## config.mk

```make
export PLATFORM = sky130hd
export DESIGN_NAME = multicycle_sequencer
export DESIGN_NICKNAME = d
export VERILOG_FILES = /design/src/rtl/multicycle_sequencer.sv
export SDC_FILE = /design/constraint.sdc
export NUM_CORES = 1
export LEC_CHECK = 0
export ABC_AREA = 1
export CAP_MARGIN = 30
export CORE_UTILIZATION = 60
export DETAILED_ROUTE_END_ITERATION = 12
export DONT_BUFFER_PORTS = 1
export PLACE_DENSITY = 0.82
export SLEW_MARGIN = 25
export SYNTH_ARGS = -nofsm -noshare
export SYNTH_HDL_FRONTEND = slang
export SYNTH_SLANG_ARGS = --single-unit
```

## constraint.sdc

```tcl
create_clock -name CLK -period 1.45 [get_ports CLK]
set_input_delay 0.145 -clock CLK [delete_from_list [all_inputs] [get_ports CLK]]
set_output_delay 0.145 -clock CLK [all_outputs]
set_load 0.05 [all_outputs]
```

## src/rtl/multicycle_sequencer.sv

```systemverilog
// Multi-cycle control sequencer for the 8-bit datapath: steps each fetched instruction through
// FETCH/DECODE/EXEC/MEM/WB and issues the control word plus one-shot write/advance strobes.
module multicycle_sequencer #(
    parameter int unsigned CNT_W    = 8,
    parameter bit          USE_TICK = 1'b1
) (
    input  logic             CLK,
    input  logic             RST,
    input  logic             TICK,
    input  logic             RUN,
    input  logic             STEP,
    input  logic [7:0]       INSTR,
    output logic             IR_LOAD,
    output logic             PC_INC,
    output logic             PC_JMP,
    output logic             REG_WE,
    output logic             MEM_WE,
    output logic [7:0]       SIGNAL,
    output logic [2:0]       PHASE,
    output logic             BUSY,
    output logic             DONE,
    output logic [CNT_W-1:0] INSTR_CNT
);

    typedef enum logic [2:0] {
        StIdle   = 3'd0,
        StFetch  = 3'd1,
        StDecode = 3'd2,
        StExec   = 3'd3,
        StMem    = 3'd4,
        StWb     = 3'd5
    } state_e;

    localparam logic [1:0] OpAdd = 2'b00;
    localparam logic [1:0] OpLw  = 2'b01;
    localparam logic [1:0] OpSw  = 2'b10;
    localparam logic [1:0] OpJ   = 2'b11;

    localparam logic [CNT_W-1:0] CntOne = 1;

    state_e           state_q;
    logic [7:0]       ir_q;
    logic             pending_q;
    logic [CNT_W-1:0] cnt_q;

    logic       adv;
    logic [1:0] op;
    logic       launch;
    logic       retire_cond;
    logic       retire;
    logic       launch_now;
    state_e     retire_next;
    logic       unused_ir;

    assign adv       = USE_TICK ? TICK : 1'b1;
    assign op        = ir_q[7:6];
    assign unused_ir = ^ir_q[5:0];
    assign launch    = RUN | pending_q;

    // The last phase of each opcode is where it retires.
    assign retire_cond = ((state_q == StExec) && (op == OpJ)) ||
                         ((state_q == StMem) && (op == OpSw)) ||
                         (state_q == StWb);
    assign retire      = retire_cond & adv;
    assign retire_next = launch ? StFetch : StIdle;
    assign launch_now  = adv & launch & ((state_q == StIdle) | retire_cond);

    assign IR_LOAD   = adv & (state_q == StFetch);
    assign REG_WE    = adv & (state_q == StWb);
    assign MEM_WE    = adv & (state_q == StMem) & (op == OpSw);
    assign PC_INC    = retire & (op != OpJ);
    assign PC_JMP    = retire & (op == OpJ);
    assign DONE      = retire;
    assign PHASE     = state_q;
    assign BUSY      = (state_q != StIdle);
    assign INSTR_CNT = cnt_q;

    always_comb begin
        SIGNAL = 8'h00;
        if (state_q inside {StDecode, StExec, StMem, StWb}) begin
            case (op)
                OpAdd:   SIGNAL = 8'hC0;
                OpLw:    SIGNAL = 8'h6A;
                OpSw:    SIGNAL = 8'h24;
                default: SIGNAL = 8'h10;
            endcase
        end
    end

    always_ff @(posedge CLK or negedge RST) begin
        if (!RST) begin
            state_q   <= StIdle;
            ir_q      <= 8'h00;
            pending_q <= 1'b0;
            cnt_q     <= '0;
        end else begin
            if (IR_LOAD) ir_q <= INSTR;
            if (DONE) cnt_q <= cnt_q + CntOne;
            // A new STEP wins over the clear so a request is never lost.
            pending_q <= (pending_q & ~launch_now) | STEP;
            case (state_q)
                StIdle:   if (adv && launch) state_q <= StFetch;
                StFetch:  if (adv) state_q <= StDecode;
                StDecode: if (adv) state_q <= StExec;
                StExec: begin
                    if (adv) begin
                        if (op == OpJ)        state_q <= retire_next;
                        else if (op == OpAdd) state_q <= StWb;
                        else                  state_q <= StMem;
                    end
                end
                StMem:    if (adv) state_q <= (op == OpLw) ? StWb : retire_next;
                StWb:     if (adv) state_q <= retire_next;
                default:  state_q <= StIdle;
            endcase
        end
    end

endmodule

```

==> impl_metrics.py, run 1 <==
metrics = {
    "place": {
        "portBuffers": 0,
        "hpwlAfterDp_mm": 2.46,
        "gp_congestion": 0.805,
        "place_worst_setup_slack_ns": -0.114,
    },
    "synth": {
        "synth_top_area_share_pct": 32.9,
        "synthCells": 152,
        "avgSynthCellArea_um2": 7.00,
        "synth_area_um2": 1060,
        "synth_top_area_cell": "dfrtp_1",
        "yosys_register_bits": 14,
        "synth_area_leaders": "dfrtp_1 33%, nand2_1 17%, inv_1 11%, ha_1 5.9%, o21ai_2 4.1%",
        "ys_warn_count": 0,
        "syn_nets": 170,
        "seq_area_frac_synth_pct": 32.9,
        "synth.distinct_cells": 25,
    },
    "clock_network": {
        "cts_root_buf": "clkbuf_4",
        "cts.sinks": 14,
        "cts_buffers": 3,
        "cts_buffer_depth": 2,
        "cts_resized": 21,
        "cts_setup_buffers": 10,
        "cts_hold_buf": 3,
        "htree_levels": 1,
    },
    "floorplan": {
        "die_height_um": 44.1,
        "start_util_pct": 67.5,
        "fp-row-count": 14,
        "ios": 39,
        "fp.dieW_um": 44.1,
    },
    "run_status": {
        "haltStage": "clock tree synthesis (4_1_cts)",
        "error_line": "[ERROR DPL-0038] Utilization greater than 100%, impossible to legalize",
        "status": "stopped before the end",
    },
}
[Yosys cell counts, drive strengths merged]
cell	instances
a21o	1
a21oi	1
buf	4
conb	1
dfrtp	14
ha	5
inv	32
nand2	54
nand3	9
nand4	4
nor2	9
nor3	3
o211ai	1
o21ai	9
o21bai	1
or2	1
xor2	3
[logic make-up after synthesis]
kind of cell / count (synthesis) / share of synthesized area [%]
adder cells (fa/ha/maj): 5 / 5.88
XOR/XNOR: 3 / 2.47
other: 1 / 0.353
AND/OR/NAND/NOR: 80 / 33.9
flip-flops: 14 / 32.9
buffers and inverters: 36 / 15.1
AO/OA/AOI/OAI: 13 / 9.41
[metrics by stage]
stage                     instances  hold WS (ns)  util (%)  instance area (µm²)
after detailed placement        198        -0.150      93.7                 1480
after global placement          198        -0.150      93.7                 1480
after floorplan                 152        -0.151         -                 1160
==> inputs of run 2 (changes only) <==
--- a/config.mk
+++ b/config.mk
@@ -7,10 +7,11 @@
 export LEC_CHECK = 0
 export ABC_AREA = 1
 export CAP_MARGIN = 30
-export CORE_UTILIZATION = 60
+export CORE_AREA = 2 2 63 65
 export DETAILED_ROUTE_END_ITERATION = 12
+export DIE_AREA = 0 0 65 67
 export DONT_BUFFER_PORTS = 1
-export PLACE_DENSITY = 0.82
+export PLACE_DENSITY_LB_ADDON = 0.15
 export SLEW_MARGIN = 25
 export SYNTH_ARGS = -nofsm -noshare
 export SYNTH_HDL_FRONTEND = slang
==> impl_metrics.py, run 2 <==
metrics = {
    "global_route": {
        "grt_pass1_vias": 1154,
        "grt_pass1_wl_mm": 5.09,
        "overflow": 0,
        "grt_use_total_pct": 15.2,
        "grt_max_degree": 15,
        "antenna_found_initial": 0,
    },
    "layout": {
        "antennaDiodeCount": 0,
        "fill_cells": 350,
        "final_area_um2": 1790,
        "drive_gt1_share_pct": 48.7,
        "instances_no_fill": 247,
        "utilization_pct": 49.8,
        "final_common_cell": "nand2_1",
        "mostFrequentLayoutCells": "41 x nand2_1, 27 x buf_4, 19 x inv_1",
        "multi_input_area_um2": 656,
        "largest_reg_flops": 8,
        "synthToLayoutAreaGrowth_pct": 68.7,
        "fin_nets": 218,
        "seqCellArea_um2": 357,
    },
    "synth": {
        "seq_area_frac_synth_pct": 32.9,
        "syn_nets": 170,
        "synth_top_area_share_pct": 32.9,
        "synth_top_flop_cell": "dfrtp_1",
        "synthCells": 152,
        "synth_top_area_cell": "dfrtp_1",
        "synth_area_um2": 1060,
        "avgSynthCellArea_um2": 7.00,
        "synth_common_cells": "48 x nand2_1, 31 x inv_1, 14 x dfrtp_1",
        "synth_edf_count": 0,
        "synth_area_leaders": "dfrtp_1 33%, nand2_1 17%, inv_1 11%, ha_1 5.9%, o21ai_2 4.1%",
        "ys_warn_count": 0,
        "async_flop_share_pct": 100,
        "synth_most_common_cell": "nand2_1",
        "synth.distinct_cells": 25,
        "yosys_register_bits": 14,
    },
    "timing": {
        "finalCritPeriodShare_pct": 121,
        "rsz0062_at_grt": "yes",
        "period_minus_slack_ns": 1.75,
        "skew_ns": 0.00107,
        "relSlewSlack_pct": 52.2,
        "max_freq_ghz": 0.572,
        "finalHoldViolations": 0,
        "fin_ws_ns": -0.298,
        "tns_ns": -4.21,
        "finalSetupViolations": 22,
        "tightestPinTransition_ns": 0.715,
        "drv_slew": 0,
    },
    "floorplan": {
        "die_area_um2": 4360,
        "die_height_um": 67,
        "fp-row-count": 22,
        "ios": 39,
        "core_um2": 3610,
        "start_util_pct": 29.5,
        "fp.dieW_um": 65,
    },
    "place": {
        "placed_cells_incl_taps": 227,
        "gp_congestion": 0.777,
        "portBuffers": 0,
        "dpl-instance-area_um2": 1480,
        "hpwlAfterDp_mm": 2.07,
    },
    "clock_network": {
        "insertion_delay_ns": 0.25,
        "cts_buffer_depth": 2,
        "cts_tree": "built",
        "clk_pin_slew_ns": 0.06,
        "cts.sinks": 14,
        "htree_levels": 1,
        "cts_buffers": 3,
        "cts_root_buf": "clkbuf_8",
    },
    "worst_setup_path": {
        "cp.arrival_ns": 1.60,
        "r2r_cells": 11,
        "critPathKind": "register to primary output",
        "worstPathMaxFanout": 4,
        "crit_path_end_kind": "primary output",
        "crit_required_ns": 1.31,
        "crit_path_start_kind": "register",
    },
    "detailed_routing": {
        "drt-total-wl_mm": 2.83,
        "first_iter_violations": 25,
        "viasPerCell": 4.38,
        "drcViolationCount": 0,
        "dr.pass1.iters": 4,
        "vias": 1081,
        "wl_per_cell_um": 11.4,
        "ant_nets": 0,
    },
    "power": {
        "power.total_mw": 4.73,
        "p_leak_nw": 0.906,
        "power_density_nw_per_um2": 2640,
        "ir_drop_uv": 1190,
    },
    "min_path": {
        "hold_class": "input pin to register",
        "hold_depth": 1,
    },
    "run_status": {
        "failed_checks": "negative setup slack",
        "status": "finished, violations left",
    },
    "run": {
        "cap_violations": 0,
    },
}
-- run 2: layout make-up --
| cell class | instances | area share (%) |
|---|---|---|
| clock buffers | 4 | 3.07 |
| flip-flops and latches | 14 | 19.9 |
| repair buffers | 47 | 28.3 |
| multi-input cells | 102 | 36.5 |
| inverters | 32 | 8.86 |
| well taps | 48 | 3.35 |
-- run 2: report_power, final --
| group | internal, mW | leakage (nW) | total [mW] | switching (mW) |
|---|---|---|---|---|
| sequential | 0.596 | 0.167 | 0.835 | 0.239 |
| clock | 0.241 | 0.0288 | 0.392 | 0.151 |
| combinational | 1.32 | 0.709 | 3.50 | 2.19 |
-- run 2: through the flow --
step	setup WS, ns	hold slack (ns)
detailed placement	-0.0912	-0.150
CTS	-0.317	0.00223
floorplan	-0.216	-0.151
global placement	-0.0636	-0.150
finish	-0.298	0.00865
global route	-0.363	0.00418
-- run 2: final timing paths --
path	start	end	slack (ns)
min	STEP	pending_q	0.009
max in group asynchronous	RST	PHASE[1]	0.54
min reg2reg	INSTR_CNT[3]	INSTR_CNT[3]	0.59
max reg2reg	PHASE[1]	INSTR_CNT[3]	-0.25
max	PHASE[1]	PC_INC	-0.30
min in group asynchronous	RST	INSTR_CNT[5]	0.39
-- run 2: cell families after synthesis --
| kind of cell | count (synthesis) | synth area share, % |
|---|---|---|
| compound gates | 13 | 9.41 |
| xor+xnor | 3 | 2.47 |
| simple gates | 80 | 33.9 |
| fa+ha+maj | 5 | 5.88 |
| other cells | 1 | 0.353 |
| buf+inv | 36 | 15.1 |
| flops | 14 | 32.9 |
-- run 2: what timing repair did --
| action | 4_1_cts | 5_1_grt |
|---|---|---|
| pin swaps | 8 | 10 |
| setup buffers | 11 | 6 |
| gates cloned | 1 | 0 |
| gates resized for setup | 22 | 14 |
| hold endpoints to repair | 14 | 0 |
| hold buffers | 1 | 0 |
| endpoints found under the setup margin | 16 | 28 |
-- run 2: worst max-delay path, cell delays in order, from the launching register on --
cell,delay [ns]
dfrtp_4,0.52
nor2_4,0.13
nand2_4,0.07
inv_2,0.07
nand3_4,0.09
nand2_4,0.08
clkinvlp_4,0.13
nor2_4,0.12
buf_12,0.14
-- run 2: per-layer routing --
metal / up-vias / wire length, µm / GRT usage [%]
met3: 4 / 124 / 3.04
met5: - / 0 / 0
met2: 20 / 1440 / 27.8
met4: 0 / 34 / 4.79
met1: 504 / 1230 / 17.6
li1: 553 / - / -
Note: power is estimated with default switching activity, not from simulation.
==> inputs of run 3 (changes only) <==
--- a/config.mk
+++ b/config.mk
@@ -5,7 +5,6 @@
 export SDC_FILE = /design/constraint.sdc
 export NUM_CORES = 1
 export LEC_CHECK = 0
-export ABC_AREA = 1
 export CAP_MARGIN = 30
 export CORE_AREA = 2 2 63 65
 export DETAILED_ROUTE_END_ITERATION = 12
==> impl_metrics.py, run 3 <==
metrics = {
    "timing": {
        "tightestPinTransition_ns": 0.669,
        "max_freq_ghz": 0.618,
        "period_minus_slack_ns": 1.62,
        "finalSetupViolations": 16,
        "finalCritPeriodShare_pct": 112,
        "rsz0062_at_grt": "yes",
        "finalHoldViolations": 0,
        "tns_ns": -1.26,
        "drv_slew": 0,
        "hold_slack_ns": 0.0226,
        "relSlewSlack_pct": 55.2,
        "fin_ws_ns": -0.168,
        "skew_ns": 0.00369,
    },
    "layout": {
        "drive_gt1_share_pct": 65.2,
        "synthToLayoutAreaGrowth_pct": 86.4,
        "fin_nets": 157,
        "final_common_cell": "buf_4",
        "utilization_pct": 45.1,
        "mostFrequentLayoutCells": "26 x buf_4, 11 x buf_6, 10 x dfrtp_1",
        "largest_reg_flops": 8,
        "final_area_um2": 1630,
        "antennaDiodeCount": 0,
    },
    "place": {
        "hpwlAfterDp_mm": 1.68,
        "dpl-instance-area_um2": 1250,
        "portBuffers": 0,
        "gp_congestion": 0.797,
    },
    "worst_setup_path": {
        "crit_required_ns": 1.31,
        "crit_chain": "ha_2 -> nand2_2 -> o22ai_4 -> and3_4 -> buf_12",
        "critPathKind": "register to primary output",
        "critPathMaxStageDelay_ns": 0.38,
        "worstPathMaxFanout": 3,
        "crit_path_start_kind": "register",
        "cp_slowest_cell": "dfrtp_1",
        "crit_path_end_kind": "primary output",
        "r2r_cells": 6,
        "cp.arrival_ns": 1.47,
    },
    "power": {
        "switchingPower_mw": 1.85,
        "seqPwrFrac_pct": 17.7,
        "ir_drop_uv": 791,
        "power_frac_clock_pct": 9.7,
        "p_int_mw": 1.94,
        "p_leak_nw": 0.701,
        "comb_power_share_pct": 72.6,
        "power_density_nw_per_um2": 2330,
        "switching_share_pct": 48.9,
    },
    "synth": {
        "synth_common_cells": "14 x dfrtp_1, 10 x nand2_1, 8 x nor2_1",
        "synth-compound-area-share_pct": 10.5,
        "synth_top_flop_cell": "dfrtp_1",
        "synth_top_family_by_area": "simple AND/OR/NAND/NOR gates",
        "synth_top_area_share_pct": 40.1,
        "avgSynthCellArea_um2": 9.39,
        "yosys.area_share.adder_pct": 7.16,
        "synthXorXnorAreaFrac_pct": 8.02,
        "synth_area_um2": 873,
        "synth_edf_count": 0,
        "synth_top_area_cell": "dfrtp_1",
        "synth.distinct_cells": 29,
        "syn_nets": 111,
        "synth_area_leaders": "dfrtp_1 40%, ha_1 7.2%, xnor2_1 7.0%, nand2_1 4.3%, nand3_1 4.0%",
        "synthSimpleGateAreaFrac_pct": 27.7,
        "synth_most_common_cell": "dfrtp_1",
        "synthCells": 93,
        "synthMuxAreaShare_pct": 1.72,
        "async_flop_share_pct": 100,
        "ys_warn_count": 0,
        "yosys_register_bits": 14,
        "seq_area_frac_synth_pct": 40.1,
    },
    "clock_network": {
        "clk_pin_slew_ns": 0.06,
        "cts_root_buf": "clkbuf_8",
        "cts.sinks": 14,
        "cts_buffers": 3,
        "cts_tree": "built",
        "cts_buffer_depth": 2,
        "insertion_delay_ns": 0.24,
        "htree_levels": 1,
    },
    "detailed_routing": {
        "dr.pass1.iters": 4,
        "wl_per_cell_um": 12.7,
        "drt-total-wl_mm": 2.36,
        "ant_nets": 0,
        "vias": 833,
        "drcViolationCount": 0,
        "viasPerCell": 4.48,
        "first_iter_violations": 17,
    },
    "floorplan": {
        "fp.dieW_um": 65,
        "core_um2": 3610,
        "die_height_um": 67,
        "fp-row-count": 22,
        "start_util_pct": 24.2,
        "die_area_um2": 4360,
        "ios": 39,
    },
    "run_status": {
        "status": "finished, violations left",
        "failed_checks": "negative setup slack",
    },
    "global_route": {
        "overflow": 0,
        "grt_pass1_vias": 915,
        "grt_use_total_pct": 12.1,
        "grt_pass1_wl_mm": 4.05,
        "met2_usage_pct": 21.6,
        "antenna_found_initial": 0,
        "grtUsageMet3_pct": 1.35,
        "top_usage_layer": "met2",
        "grt_max_degree": 16,
        "grtUsageMet1_pct": 14.4,
    },
    "run": {
        "cap_violations": 0,
    },
    "min_path": {
        "hold_class": "input pin to register",
        "hold_depth": 2,
    },
}
## run 3: cell count changes after synthesis, moves of 2 or more
cell / before / now
nand2_1: 48 / 10
inv_1: 31 / 4
xnor2_1: 0 / 7
and2_1: 0 / 5
nand2_2: 5 / 0
o21ai_2: 5 / 0
and3_1: 0 / 3
a21oi_1: 1 / 3
a31o_2: 0 / 2
nand2b_4: 0 / 2
nand3_2: 2 / 0
nand4_1: 4 / 2
xor2_1: 3 / 1
## run 3: final timing paths
check	startpoint	to	slack [ns]
setup reg to reg	ir_q[6]	INSTR_CNT[1]	-0.06
setup / recovery	ir_q[6]	PC_JMP	-0.17
min in group asynchronous	RST	pending_q	0.38
hold / removal	INSTR[6]	ir_q[6]	0.02
hold reg to reg	INSTR_CNT[3]	INSTR_CNT[3]	0.54
max in group asynchronous	RST	PHASE[1]	0.57
## run 3: cell type report
cell class,count,area [µm²]
multi-input cells,71,673
flip-flops and latches,14,358
clock buffers,4,55.1
well taps,48,60.1
fillers,348,1980
inverters,4,22.5
repair buffers,45,459
## run 3: routing by layer
metal	routed length [µm]	part of all wire, %	vias up
met5	0	0	-
met4	38	1.6	0
met3	100	4.2	4
met2	1210	51	20
met1	1010	43	407
li1	-	-	402
## run 3: power groups by stage
stage	registers [mW]	clock network (mW)	logic, mW
final	0.672	0.369	2.75
after detailed placement	0.675	0	2.06
after global routing	0.700	0.410	2.93
after floorplan	0.952	0	1.25
after CTS	0.667	0.388	2.49
after global placement	0.674	0	2.05
## run 3: repair_timing
item,CTS,global route
hold buffers,2,0
resized for setup,22,21
setup buffers,14,3
pin swaps,13,9
endpoints found under the setup margin,17,24
endpoints found under the hold margin,15,0
## run 3: stage by stage
stage               setup slack (ns)  total power, mW  cells
finish                        -0.168             3.79    186
global route                  -0.233             4.04    186
CTS                           -0.180             3.55    185
detailed placement           -0.0294             2.73    165
global placement             -0.0323             2.73    165
floorplan                     -0.119             2.20     93
## run 3: cell families after synthesis
kind of cell,Yosys count
buffers and inverters,8
and+or+nand+nor,44
muxes,1
DFF,14
xor gates and xnor gates,8
other,1
adders and majority gates,5
AOI/OAI and AO/OA,12
## run 3: critical path, delay by kind of cell (launching register included)
kind / cells / cell delay, ns
compound gates: 1 / 0.21
fa+ha+maj: 1 / 0.21
buf+inv: 1 / 0.13
flops: 1 / 0.38
simple gates: 2 / 0.30
==> inputs of run 4 (changes only) <==
--- a/config.mk
+++ b/config.mk
@@ -10,6 +10,7 @@
 export DETAILED_ROUTE_END_ITERATION = 12
 export DIE_AREA = 0 0 65 67
 export DONT_BUFFER_PORTS = 1
+export MAX_ROUTING_LAYER = met4
 export PLACE_DENSITY_LB_ADDON = 0.15
 export SLEW_MARGIN = 25
 export SYNTH_ARGS = -nofsm -noshare
==> impl_metrics.py, run 4 (synthesis gave the netlist of run 3 again) <==
metrics = {
    "timing": {
        "finalSetupViolations": 16,
        "fin_ws_ns": -0.168,
        "drv_slew": 0,
        "finalCritPeriodShare_pct": 112,
        "relSlewSlack_pct": 55.3,
        "rsz0062_at_grt": "yes",
        "tns_ns": -1.26,
        "skew_ns": 0.00368,
        "max_freq_ghz": 0.618,
        "tightestPinTransition_ns": 0.669,
        "hold_slack_ns": 0.0226,
        "period_minus_slack_ns": 1.62,
        "finalHoldViolations": 0,
    },
    "detailed_routing": {
        "viasPerCell": 4.49,
        "ant_nets": 0,
        "dr.pass1.iters": 4,
        "wl_per_cell_um": 12.7,
        "first_iter_violations": 20,
        "drcViolationCount": 0,
        "vias": 835,
        "drt-total-wl_mm": 2.37,
    },
    "floorplan": {
        "start_util_pct": 24.2,
        "fp-row-count": 22,
        "ios": 39,
        "core_um2": 3610,
        "fp.dieW_um": 65,
        "die_height_um": 67,
        "die_area_um2": 4360,
    },
    "layout": {
        "mostFrequentLayoutCells": "26 x buf_4, 11 x buf_6, 10 x dfrtp_1",
        "fill_cells": 348,
        "synthToLayoutAreaGrowth_pct": 86.4,
        "utilization_pct": 45.1,
        "final_area_um2": 1630,
        "antennaDiodeCount": 0,
        "fin_nets": 157,
        "drive_gt1_share_pct": 65.2,
        "largest_reg_flops": 8,
        "final_common_cell": "buf_4",
    },
    "global_route": {
        "grt_use_total_pct": 12.4,
        "overflow": 0,
        "grt_pass1_vias": 914,
        "grt_pass1_wl_mm": 4.05,
        "antenna_found_initial": 0,
        "grt_max_degree": 16,
    },
    "power": {
        "p_leak_nw": 0.701,
        "switching_share_pct": 48.9,
        "comb_power_share_pct": 72.6,
        "power_frac_clock_pct": 9.7,
        "p_int_mw": 1.94,
        "seqPwrFrac_pct": 17.7,
        "power_density_nw_per_um2": 2330,
        "switchingPower_mw": 1.85,
        "ir_drop_uv": 792,
    },
    "place": {
        "dpl-instance-area_um2": 1250,
        "portBuffers": 0,
        "gp_congestion": 0.808,
        "hpwlAfterDp_mm": 1.68,
    },
    "min_path": {
        "hold_end": "ir_q[6]",
        "min_from": "INSTR[6]",
        "hold_depth": 2,
        "hold_class": "input pin to register",
    },
    "clock_network": {
        "insertion_delay_ns": 0.24,
        "cts_tree": "built",
        "cts_buffers": 3,
        "cts.sinks": 14,
        "cts_buffer_depth": 2,
        "cts_root_buf": "clkbuf_8",
        "htree_levels": 1,
        "clk_pin_slew_ns": 0.06,
    },
    "worst_setup_path": {
        "crit_path_start_kind": "register",
        "crit_path_end_kind": "primary output",
        "reg2reg_slack_ns": -0.06,
        "crit_required_ns": 1.31,
        "cp_slowest_cell": "dfrtp_1",
        "r2r_cells": 6,
        "cp.arrival_ns": 1.47,
        "critPathMaxStageDelay_ns": 0.38,
        "critPathKind": "register to primary output",
        "crit_chain": "ha_2 -> nand2_2 -> o22ai_4 -> and3_4 -> buf_12",
        "reg2reg_to": "INSTR_CNT[1]",
        "worstPathMaxFanout": 3,
        "regToRegStartpoint": "ir_q[6]",
    },
    "run_status": {
        "failed_checks": "negative setup slack",
        "status": "finished, violations left",
    },
    "run": {
        "cap_violations": 0,
    },
}
[run 4: worst max-delay path: cells and delay by family (launching register included)]
kind	cells	cell delay [ns]
buffers and inverters	1	0.13
and+or+nand+nor	2	0.30
AOI/OAI and AO/OA	1	0.21
DFF	1	0.38
adders and majority gates	1	0.21
[run 4: power groups by stage]
stage / Sequential (mW) / Clock (mW) / Combinational, mW
after CTS: 0.667 / 0.388 / 2.49
after global routing: 0.700 / 0.410 / 2.93
final: 0.672 / 0.369 / 2.75
after floorplan: 0.952 / 0 / 1.25
after detailed placement: 0.675 / 0 / 2.06
after global placement: 0.674 / 0 / 2.05
[run 4: layout make-up]
class                           instances  area, µm²  area share [%]
Clock buffer                            4       55.1            3.38
Inverter                                4       22.5            1.38
Multi-Input combinational cell         71        673            41.4
Sequential cell                        14        358            22.0
Tap cell                               48       60.1            3.69
Timing Repair Buffer                   45        459            28.2
[run 4: per-stage QoR]
step,instances,power (mW),setup slack (ns)
after floorplan,93,2.20,-0.119
after global placement,165,2.73,-0.0323
after detailed placement,165,2.73,-0.0294
after CTS,185,3.55,-0.180
after global routing,186,4.04,-0.233
final,186,3.79,-0.168
[run 4: how the worst max path moves through the flow]
stage,start,end,slack [ns],cells after the start
after floorplan,PHASE[2],INSTR_CNT[1],-0.12,4
after global placement,ir_q[6],PHASE[0],-0.03,6
after detailed placement,ir_q[6],PHASE[0],-0.03,6
after CTS,ir_q[6],PC_JMP,-0.18,5
after global routing,ir_q[6],PC_INC,-0.23,6
final,ir_q[6],PC_JMP,-0.17,5
[run 4: metal layers]
layer / vias to the layer above / track usage, % / routed length (µm)
met4: 0 / 5.59 / 39
met3: 4 / 1.35 / 105
met2: 20 / 21.6 / 1210
met5: - / - / 0
li1: 402 / - / -
met1: 409 / 14.4 / 1020
[run 4: timing repair]
item                       in CTS  in global routing
gates resized for setup        22                 21
setup endpoints to repair      17                 24
hold endpoints to repair       15                  0
hold buffers                    2                  0
pin swaps                      13                  9
buffers inserted               14                  3
